==> src/rtl/sum_bcd_pkg.sv <==
// Shared types and constants for the binary-sum to BCD converter.
// Latency: n/a (package only).
// Backpressure: n/a (package only).
package sum_bcd_pkg;

   // Converter control states
   typedef enum logic {
      IDLE  = 1'b0,
      SHIFT = 1'b1
   } state_t;

   // Double-dabble digit adjust: a digit at or above 5 would exceed 9 after
   // the next doubling, so it is pre-corrected by +3.
   localparam logic [3:0] BCD_ADJ_THRESH = 4'd5;
   localparam logic [3:0] BCD_ADJ_ADD    = 4'd3;

   // Active-high segments, bit 6 = g ... bit 0 = a. Entry 10 is blank.
   localparam int SEG_BLANK_IDX = 10;
   localparam logic [10:0][6:0] SEG_TABLE = {
      7'h00,                                        // blank
      7'h6F, 7'h7F, 7'h07, 7'h7D, 7'h6D,            // 9 8 7 6 5
      7'h66, 7'h4F, 7'h5B, 7'h06, 7'h3F             // 4 3 2 1 0
   };

   // Non-decimal digit codes render as blank
   function automatic logic [6:0] seg_decode(input logic [3:0] digit);
      if (digit <= 4'd9) begin
         return SEG_TABLE[digit];
      end
      return SEG_TABLE[SEG_BLANK_IDX];
   endfunction

endpackage

==> src/rtl/bcd_add3.sv <==
// One BCD digit adjust stage: adds 3 when the digit is 5 or more.
// Latency: combinational, zero cycles.
// Backpressure: none, pure function of its input.
module bcd_add3
   import sum_bcd_pkg::*;
(
   input  logic [3:0] din,
   output logic [3:0] dout
);

   assign dout = (din >= BCD_ADJ_THRESH) ? (din + BCD_ADJ_ADD) : din;

endmodule

==> src/rtl/sum_bcd_converter.sv <==
// Converts the adder's binary sum to packed BCD by serial double dabble.
// Latency: done pulses WIDTH clocks after the accepting edge; one result per WIDTH+1 clocks.
// Backpressure: none; start is only sampled in IDLE, requests while busy are dropped.
// Optional build macro SUM_BCD_SEG_EN adds a registered 7-segment output.
module sum_bcd_converter
   import sum_bcd_pkg::*;
#(
   parameter int WIDTH  = 9,
   parameter int DIGITS = 3
) (
   input  logic                  clk,
   input  logic                  rst,
   input  logic                  start,
   input  logic [WIDTH-1:0]      bin,
   output logic                  busy,
   output logic                  done,
   output logic [4*DIGITS-1:0]   bcd,
   output logic                  ovf
`ifdef SUM_BCD_SEG_EN
   ,
   output logic [7*DIGITS-1:0]   seg
`endif
);

   localparam int CW = $clog2(WIDTH + 1);
   localparam logic [CW-1:0] CNT_INIT = CW'(WIDTH);
   localparam logic [CW-1:0] CNT_LAST = CW'(1);

   state_t                state;
   state_t                state_nxt;
   logic [WIDTH-1:0]      shreg;
   logic [4*DIGITS-1:0]   scr;
   logic                  ovf_scr;
   logic [CW-1:0]         count;

   logic                  load;
   logic                  shift_en;
   logic                  finish;
   logic [4*DIGITS-1:0]   adj;
   logic [4*DIGITS-1:0]   scr_nxt;
   logic [WIDTH-1:0]      shreg_nxt;
   logic                  out_bit;

   // Per-digit +3 correction applied before every shift
   for (genvar g = 0; g < DIGITS; g++) begin : g_adj
      bcd_add3 u_add3 (
         .din  (scr[4*g +: 4]),
         .dout (adj[4*g +: 4])
      );
   end

   // The bit leaving the top digit means the value needs more than DIGITS digits
   assign scr_nxt   = {adj[4*DIGITS-2:0], shreg[WIDTH-1]};
   assign shreg_nxt = {shreg[WIDTH-2:0], 1'b0};
   assign out_bit   = adj[4*DIGITS-1];

   // State register
   always_ff @(posedge clk or negedge rst) begin
      if (!rst) begin
         state <= IDLE;
      end else begin
         state <= state_nxt;
      end
   end

   // Next-state and control decode
   always_comb begin
      state_nxt = state;
      busy      = 1'b0;
      load      = 1'b0;
      shift_en  = 1'b0;
      finish    = 1'b0;
      case (state)
         IDLE: begin
            if (start) begin
               load      = 1'b1;
               state_nxt = SHIFT;
            end
         end
         SHIFT: begin
            busy     = 1'b1;
            shift_en = 1'b1;
            if (count == CNT_LAST) begin
               finish    = 1'b1;
               state_nxt = IDLE;
            end
         end
         default: state_nxt = IDLE;
      endcase
   end

   // Scratch datapath and result registers; results only change on the final shift
   always_ff @(posedge clk or negedge rst) begin
      if (!rst) begin
         shreg   <= '0;
         scr     <= '0;
         ovf_scr <= 1'b0;
         count   <= '0;
         bcd     <= '0;
         ovf     <= 1'b0;
         done    <= 1'b0;
      end else begin
         done <= finish;
         if (load) begin
            shreg   <= bin;
            scr     <= '0;
            ovf_scr <= 1'b0;
            count   <= CNT_INIT;
         end else if (shift_en) begin
            shreg   <= shreg_nxt;
            scr     <= scr_nxt;
            ovf_scr <= ovf_scr | out_bit;
            count   <= count - 1'b1;
         end
         if (finish) begin
            bcd <= scr_nxt;
            ovf <= ovf_scr | out_bit;
         end
      end
   end

`ifdef SUM_BCD_SEG_EN
   logic [7*DIGITS-1:0] seg_nxt;

   // Segment decode of the result about to be committed
   always_comb begin
      seg_nxt = '0;
      for (int i = 0; i < DIGITS; i++) begin
         seg_nxt[7*i +: 7] = seg_decode(scr_nxt[4*i +: 4]);
      end
   end

   // Segment register, loaded together with bcd so the two always agree
   always_ff @(posedge clk or negedge rst) begin
      if (!rst) begin
         seg <= '0;
      end else if (finish) begin
         seg <= seg_nxt;
      end
   end
`endif

endmodule

==> config.mk <==
export PLATFORM = sky130hd
export DESIGN_NAME = sum_bcd_converter
export DESIGN_NICKNAME = d
export VERILOG_FILES = /design/src/rtl/sum_bcd_pkg.sv /design/src/rtl/bcd_add3.sv /design/src/rtl/sum_bcd_converter.sv
export SDC_FILE = /design/constraint.sdc
export NUM_CORES = 1
export LEC_CHECK = 0
export CORE_MARGIN = 4
export CORE_UTILIZATION = 30
export CTS_CLUSTER_DIAMETER = 60
export CTS_CLUSTER_SIZE = 20
export DETAILED_ROUTE_END_ITERATION = 16
export HOLD_SLACK_MARGIN = 0.03
export PLACE_DENSITY = 0.46
export SLEW_MARGIN = 15
export SYNTH_ARGS = -nofsm -noshare
export SYNTH_HDL_FRONTEND = slang
export SYNTH_HIERARCHICAL = 1
export SYNTH_SLANG_ARGS = --single-unit
==> constraint.sdc <==
create_clock -name clk -period 3.5 [get_ports clk]
set_input_delay 0.525 -clock clk [delete_from_list [all_inputs] [get_ports clk]]
set_output_delay 0.525 -clock clk [all_outputs]
set_load 0.03 [all_outputs]
Word-level counts from Yosys, hierarchy flattened
Index checks and enable logic that the tools add are counted.

Output and inout port bits: 15. Bits of input ports: 12. Bits in registers: 41. Logic and storage cells: 37.

Magnitude comparators: 3. Multiplexer cells: 18. Bitwise operators: 2. Eq/ne operators: 1. Add/sub/neg operators: 4. Reduce and logical (&&, ||, !) cells: 1.

Operators by type and width (count): $mux 12 (2); $mux 4 (5); $mux 9 (2); $add 4x2->4 const B (3); $ge 4x3->1 const B (3); $mux 1 (8); $eq 4x1->1 const B (1); $sub 4x1->4 const B (1); $pmux 1 s2 (1); $reduce_bool 2->1 (1); $not 1->1 (1); $or 1x1->1 (1).

Depth between registers and ports, before layout
Gate-level depths: netlist of run 1.

Word-level depth: 5. Gate-level depth with buffers: 7. Gate-level depth less buffers: 7.

By module
The synthesis of run 1 kept the hierarchy.

Modules (own cells, without submodules): sum_bcd_converter (cells each 122, sequential area each 1026.0 µm², area an instance 1665.3 µm², times used 1); bcd_add3 (cells each 16, sequential area each 0.0 µm², area an instance 101.3 µm², times used 3).

Worst setup path after synthesis of run 1
Ideal clock, no wire load.

Path type: register -> register. Start: register count[0]. End: register bcd[10]. Library setup time: 0.125 ns. Stages on the path, launching flop included: 6. Data required time: 3.375 ns. Path buffers: 2. Path slack: 2.053 ns. Data arrival time: 1.322 ns. Period minus slack after synthesis: 1.447 ns. Cells stage by stage: dfrtp_1 ha_1 and4bb_1 buf_6 buf_12 mux2_4.

Cells in the longest elaborated chain, start to end: 3.

RTL lines: from (decl) (line sum_bcd_converter.sv:34) `logic [CW-1:0] count;`; from (signal assigned) (line sum_bcd_converter.sv:113) `count <= count - 1'b1;`; $eq 4x1->1 (line sum_bcd_converter.sv:83) `if (count == CNT_LAST) begin`; $mux 1 (line sum_bcd_converter.sv:83); $mux 1 (line sum_bcd_converter.sv:73) `case (state)`; named net finish (line sum_bcd_converter.sv:38) `logic finish;`; to (signal assigned) (line sum_bcd_converter.sv:116) `bcd <= scr_nxt;`; to (decl) (line sum_bcd_converter.sv:17) `output logic [4*DIGITS-1:0] bcd,`.

The timed path passes the listed nets, and every way through them passes these cells. A chain may end at the register's enable or synchronous reset.

Worst setup path in the final report of run 1
Start: register state. End: output port busy.

Cells in the longest elaborated chain, start to end: 1.

RTL lines: from (decl) (line sum_bcd_converter.sv:29) `state_t state;`; from (signal assigned) (line sum_bcd_converter.sv:62) `state <= state_nxt;`; $mux 1 (line sum_bcd_converter.sv:73); to (decl) (line sum_bcd_converter.sv:15) `output logic busy,`.

No other way between the ends.

==> results of run 1 <==
## layout make-up
cell class	count	area, sq um	area share [%]
Inverter	11	41.3	1.72
Sequential cell	41	1030	42.8
Clock buffer	7	86.3	3.61
Multi-Input combinational cell	110	845	35.3
Timing Repair Buffer	28	270	11.3
Tap cell	77	96.3	4.02
Clock inverter	1	30.0	1.25
## synthesized netlist by cell type
library cell	instances	area, sq um
o21ai_0	13	65.1
ha_1	8	100
nor2_1	7	26.3
a31oi_1	1	6.26
or4_1	1	7.51
clkbuf_1	2	7.51
buf_12	1	20.0
mux2i_1	13	130
nand2b_1	6	37.5
inv_1	11	41.3
dfrtp_1	41	1030
o21ai_1	3	15.0
a21oi_1	1	5.00
buf_6	1	11.3
and4bb_1	1	12.5
xnor2_1	3	26.3
buf_1	1	3.75
buf_2	3	15.0
nor3_1	2	10.0
a22o_1	13	114
a21oi_2	3	26.3
nand2_1	20	75.1
mux2_2	5	56.3
a22o_2	1	10.0
mux2_4	7	105
o31ai_1	1	7.51
xor2_1	1	8.76
## power by group through the flow
stage / sequential, mW / clock [mW] / combinational, mW
global route: 0.915 / 0.433 / 1.26
floorplan: 0.972 / 0 / 0.732
finish: 0.875 / 0.394 / 1.13
detailed placement: 0.888 / 0 / 1.14
global placement: 0.873 / 0 / 1.11
CTS: 0.880 / 0.419 / 1.14
## sequential cells by signal, summed over array words and instances, names as in the netlist
name     count
bcd         12
scr         12
shreg        9
count        4
done         1
ovf          1
ovf_scr      1
state        1
## worst paths after layout
kind | to | cells after the start | slack (ps)
max | busy | 1 | 1290
min | done | 1 | 360
max reg2reg | bcd[1] | 2 | 1450
min reg2reg | shreg[6] | 2 | 500
max in group asynchronous | shreg[5] | 1 | 2560
min in group clk | shreg[6] | 2 | 500
## layer usage
layer	GRT usage, %	wire [um]	vias to the layer above
li1	-	-	645
met1	13.9	1660	655
met2	18.2	1920	31
met3	3.41	127	4
met4	3.52	25	0
met5	0	0	-
## cell usage in the layout (no fill, tap or decap)
| cell | synthesis | final |
|---|---|---|
| a21oi_1 | 1 | 1 |
| buf_2 | 3 | 1 |
| a21oi_2 | 3 | 3 |
| o21ai_1 | 3 | 3 |
| clkbuf_8 | 0 | 6 |
| mux2_4 | 7 | 7 |
| a31oi_1 | 1 | 1 |
| o31ai_1 | 1 | 1 |
| nand2_1 | 20 | 20 |
| inv_1 | 11 | 11 |
| nor2_1 | 7 | 7 |
| o21ai_0 | 13 | 13 |
| bufinv_16 | 0 | 1 |
| nor3_1 | 2 | 2 |
| clkdlybuf4s50_1 | 0 | 25 |
| nand2b_1 | 6 | 6 |
| buf_4 | 0 | 2 |
| dfrtp_1 | 41 | 41 |
| or4_1 | 1 | 1 |
| a22o_2 | 1 | 1 |
| clkbuf_1 | 2 | 1 |
| xnor2_1 | 3 | 3 |
| ha_1 | 8 | 8 |
| a22o_1 | 13 | 13 |
| and4bb_1 | 1 | 1 |
| xor2_1 | 1 | 1 |
| mux2i_1 | 13 | 13 |
| mux2_2 | 5 | 5 |
## per-stage QoR
stage                     hold slack [ps]  worst slack (ps)
final                                 364              1290
after CTS                             409              1230
after global placement                468              1290
after floorplan                       229              2050
after detailed placement              488              1260
after global routing                  449              1170
## logic make-up (layout without fill, tap and decap cells)
kind of cell	Yosys count	count (layout)	share of synthesized area (%)
AO/OA/AOI/OAI	36	36	12.6
adder cells (fa/ha/maj)	8	8	5.08
buffers and inverters	19	47	5.02
multiplexers	25	25	14.8
XOR/XNOR	4	4	1.78
flip-flops	41	41	52.1
AND/OR/NAND/NOR	37	37	8.58
==> run_results.csv, run 1 <==
group,metric,value,unit
outcome,status,"finished, final reports clean",
placed_design,finalWeightedCongestion,0.776,
pwr,sw_frac_of_total,38.1,%
route,drt_iter0_drc,48,
layout,area_growth,21.6,%
timing,layout_worst_path_cycle_share,63.0,%
placed_design,dp.cells,267,
pwr,power.total,2.40,mW
timing,worst_pin_slew,945,ps
route,detail_route.wl_per_cell,13.6,um
route,drc,0,
pwr,seqPwrFrac,36.6,%
pwr,p_clk_share,16.5,%
synth,ys_warn_count,6,
floorplan,dieArea,7920,sq um
clock_network,h-tree-depth,2,
worst_hold_path,min_path_type,"input port to asynchronous set/reset pin",
grt,grt_max_degree,42,
synth,synth_cell_types,27,
grt,grt_first_pass_wirelength,6870,um
route,vias,1335,
route,drt_wl_total,3730,um
pwr,comb_power_share,47.0,%
timing,hold_viol_final,0,
placed_design,dp_hpwl,2600,um
synth,ys_ff_latch,41,
layout,finalInstanceArea,2390,sq um
clock_network,clockBufferDepth,2,
floorplan,core_area,6350,sq um
timing,finalSetupViolCount,0,
clock_network,postCtsSetupRepairBufs,0,
clock_network,cts_tree,"built",
floorplan,start_util,31.0,%
worst_setup_path,worst_path_max_delay_cell,"clkdlybuf4s50_1",
synth,seq_area_frac_synth,52.1,%
grt,antenna_found_initial,0,
timing,max_freq,0.453,GHz
worst_setup_path,reg2reg_from,"state",
worst_setup_path,crit_family,"buffers and inverters",
timing,tns,0,ps
clock_network,insertion_delay,290,ps
pwr,p_leak,1.11,nW
timing,rsz0062_at_grt,"false",
worst_setup_path,cp_cell_sequence,"clkdlybuf4s50_1",
clock_network,cts_root_buf,"clkbuf_8",
worst_setup_path,crit_type,"flip-flop to primary output",
clock_network,postCtsHoldBufs,0,
pwr,p_sw,0.913,mW
layout,diodes,0,
clock_network,clk_pin_slew,80,ps
worst_setup_path,worst_path_largest_cell_delay,760,ps
clock_network,numClockSinks,41,
layout,fin_util,37.7,%
worst_setup_path,cp_num_buf_inv,1,
floorplan,die_x,89.0,um
route,drt_pre_antenna_iters,4,
worst_setup_path,worstSetupStartpointType,"flip-flop",
route,postRouteAntennaNets,0,
layout,n_fill_cell,630,
synth,syn-num-nets,190,
worst_setup_path,cp.required,2970,ps
timing,period_needed,2210,ps
pwr,ir_drop,316,uV
floorplan,ios,27,
grt,grt_pass1_vias,1457,
clock_network,ctsResizeCount,0,
layout,nNetsFinal,217,
worst_setup_path,cp-startpoint,"state",
timing,maxSlewHeadroom,36.7,%
grt,grt_overflow,0,
timing,finalClockSkew,6.02,ps
layout,drive_gt1_share,13.1,%
pwr,internal_power,1.48,mW
placed_design,placed_cell_area,2280,sq um
worst_setup_path,crit_fanout,15,
synth,syn_area,1970,sq um
floorplan,rows,29,
floorplan,die_h,89.0,um
pwr,power.density,1000,nW/um^2
worst_setup_path,worst_ep_arrival_time,1680,ps
clock_network,cts_buffers,5,
placed_design,portBuffers,26,
worst_setup_path,critPathCaptureType,"primary output",
synth,syn_area_per_cell,11.6,sq um
grt,track_usage,11.1,%
route,viasPerCell,4.85,
job,timing.max_cap.violations,0,
synth,syn_inst,170,
timing,drv_slew,0,
layout,finalNonFillerCells,275,
(Power assumes the default switching activity.)
==> run 2, diff against run 1 <==
Clock period 3.5 ns to 2.3 ns, I/O delays scaled along.
==> run_results.csv, run 2 (synthesized netlist as in run 1, its figures left out) <==
group,metric,value,unit
outcome,status,"finished, final reports clean",
job,timing.max_cap.violations,0,
floorplan,dieArea,7920,sq um
clock_network,cts_root_buf,"clkbuf_8",
grt,met2_usage,16.9,%
layout,diodes,0,
floorplan,core_area,6350,sq um
placed_design,dp_hpwl,2590,um
pwr,p_leak,1.13,nW
placed_design,placed_cell_area,2300,sq um
grt,track_usage,10.6,%
clock_network,postCtsHoldBufs,0,
pwr,p_sw,1.41,mW
placed_design,finalWeightedCongestion,0.807,
timing,tns,0,ps
route,drt_pre_antenna_iters,4,
timing,finalClockSkew,12.0,ps
timing,hold_viol_final,0,
pwr,seqPwrFrac,35.2,%
layout,drive_gt1_share,14.9,%
floorplan,die_x,89.0,um
clock_network,cts_buffers,5,
grt,grt_pass1_vias,1340,
timing,max_freq,0.525,GHz
timing,maxSlewHeadroom,39.5,%
worst_setup_path,reg2reg_from,"scr[4]",
placed_design,portBuffers,26,
clock_network,postCtsSetupRepairBufs,0,
route,vias,1331,
floorplan,ios,27,
grt,grt_max_degree,42,
floorplan,start_util,31.0,%
clock_network,h-tree-depth,2,
pwr,sw_frac_of_total,37.4,%
clock_network,clockBufferDepth,2,
worst_setup_path,worst_ep_arrival_time,1560,ps
grt,top_usage_layer,"met2",
route,drt_iter0_drc,58,
grt,antenna_found_initial,0,
worst_setup_path,cp.depth,1,
pwr,comb_power_share,46.8,%
worst_setup_path,cp-startpoint,"state",
floorplan,rows,29,
worst_setup_path,crit_family,"buffers and inverters",
timing,setup_ws,396,ps
placed_design,pre_cts_ws,689,ps
clock_network,cts_tree,"built",
timing,layout_worst_path_cycle_share,82.8,%
pwr,ir_drop,623,uV
worst_setup_path,cp_num_buf_inv,1,
grt,grt_use_met1,13.7,%
clock_network,insertion_delay,290,ps
route,drc,0,
worst_setup_path,crit_fanout,10,
layout,layout_common_cells,"dfrtp_1, clkdlybuf4s50_1, nand2_1",
route,drt_wl_total,3700,um
layout,nNetsFinal,220,
grt,met3_usage,3.13,%
layout,biggestRegsByFlops,"bcd: 12 flops, scr: 12 flops, shreg: 9 flops",
placed_design,dp.cells,270,
worst_setup_path,cp.required,1960,ps
layout,area_growth,23.6,%
grt,grt_first_pass_wirelength,6420,um
clock_network,ctsResizeCount,0,
worst_setup_path,worstSetupStartpointType,"flip-flop",
pwr,p_clk_share,18.0,%
worst_setup_path,crit_type,"flip-flop to primary output",
route,detail_route.wl_per_cell,13.3,um
timing,drv_slew,0,
worst_setup_path,reg2reg_depth,5,
clock_network,numClockSinks,41,
layout,finalInstanceArea,2430,sq um
worst_setup_path,worst_path_max_delay_cell,"clkdlybuf4s50_1",
floorplan,die_h,89.0,um
worst_hold_path,min_path_type,"input port to asynchronous set/reset pin",
grt,grt_overflow,0,
pwr,internal_power,2.35,mW
timing,finalSetupViolCount,0,
timing,worst_pin_slew,908,ps
timing,timing.hold.ws,174,ps
worst_setup_path,critPathCaptureType,"primary output",
layout,layout_commonest_cell,"dfrtp_1",
layout,finalNonFillerCells,278,
route,postRouteAntennaNets,0,
clock_network,clk_pin_slew,90,ps
worst_setup_path,worst_path_largest_cell_delay,740,ps
timing,period_needed,1900,ps
route,viasPerCell,4.79,
pwr,power.density,1540,nW/um^2
worst_setup_path,cp_cell_sequence,"clkdlybuf4s50_1",
timing,rsz0062_at_grt,"false",
-- run 2: cell count changes in the layout (fill, tap and decap cells not counted), sizes merged --
cell	change
buf	+3
clkbuf	-2
bufinv	+1
clkinv	+1
-- run 2: cell type report --
class	count	area (sq um)
timing repair buffer	31	293
clock buffer	5	68.8
fill	596	3920
sequential	41	1030
clock inverter	3	65.1
multi-input combinational	110	845
inverter	11	41.3
tap	77	96.3
-- run 2: worst paths after layout --
path	to	slack, ps
max	busy	400
min	scr[9]	170
max reg2reg	bcd[6]	740
min reg2reg	shreg[4]	500
max in group asynchronous	scr[0]	1550
min in group clk	shreg[4]	500
-- run 2: power by group through the flow --
| stage | logic, mW | clock network, mW | registers (mW) |
|---|---|---|---|
| after floorplan | 1.11 | 0 | 1.48 |
| after global placement | 1.72 | 0 | 1.31 |
| after detailed placement | 1.78 | 0 | 1.33 |
| after CTS | 1.79 | 0.706 | 1.32 |
| after global routing | 1.95 | 0.739 | 1.37 |
| final | 1.76 | 0.677 | 1.32 |
-- run 2: per-layer routing --
| layer | up-vias | routed length, um |
|---|---|---|
| li1 | 646 | - |
| met1 | 650 | 1700 |
| met2 | 28 | 1770 |
| met3 | 7 | 173 |
| met4 | 0 | 61 |
| met5 | - | 0 |
-- run 2: through the flow --
step / utilization (%) / power, mW
2_1_floorplan: - / 2.59
3_5_place_dp: 36.2 / 3.11
6_report: 38.3 / 3.76
4_1_cts: 38.3 / 3.82
3_3_place_gp: 36.2 / 3.03
5_1_grt: 38.3 / 4.06
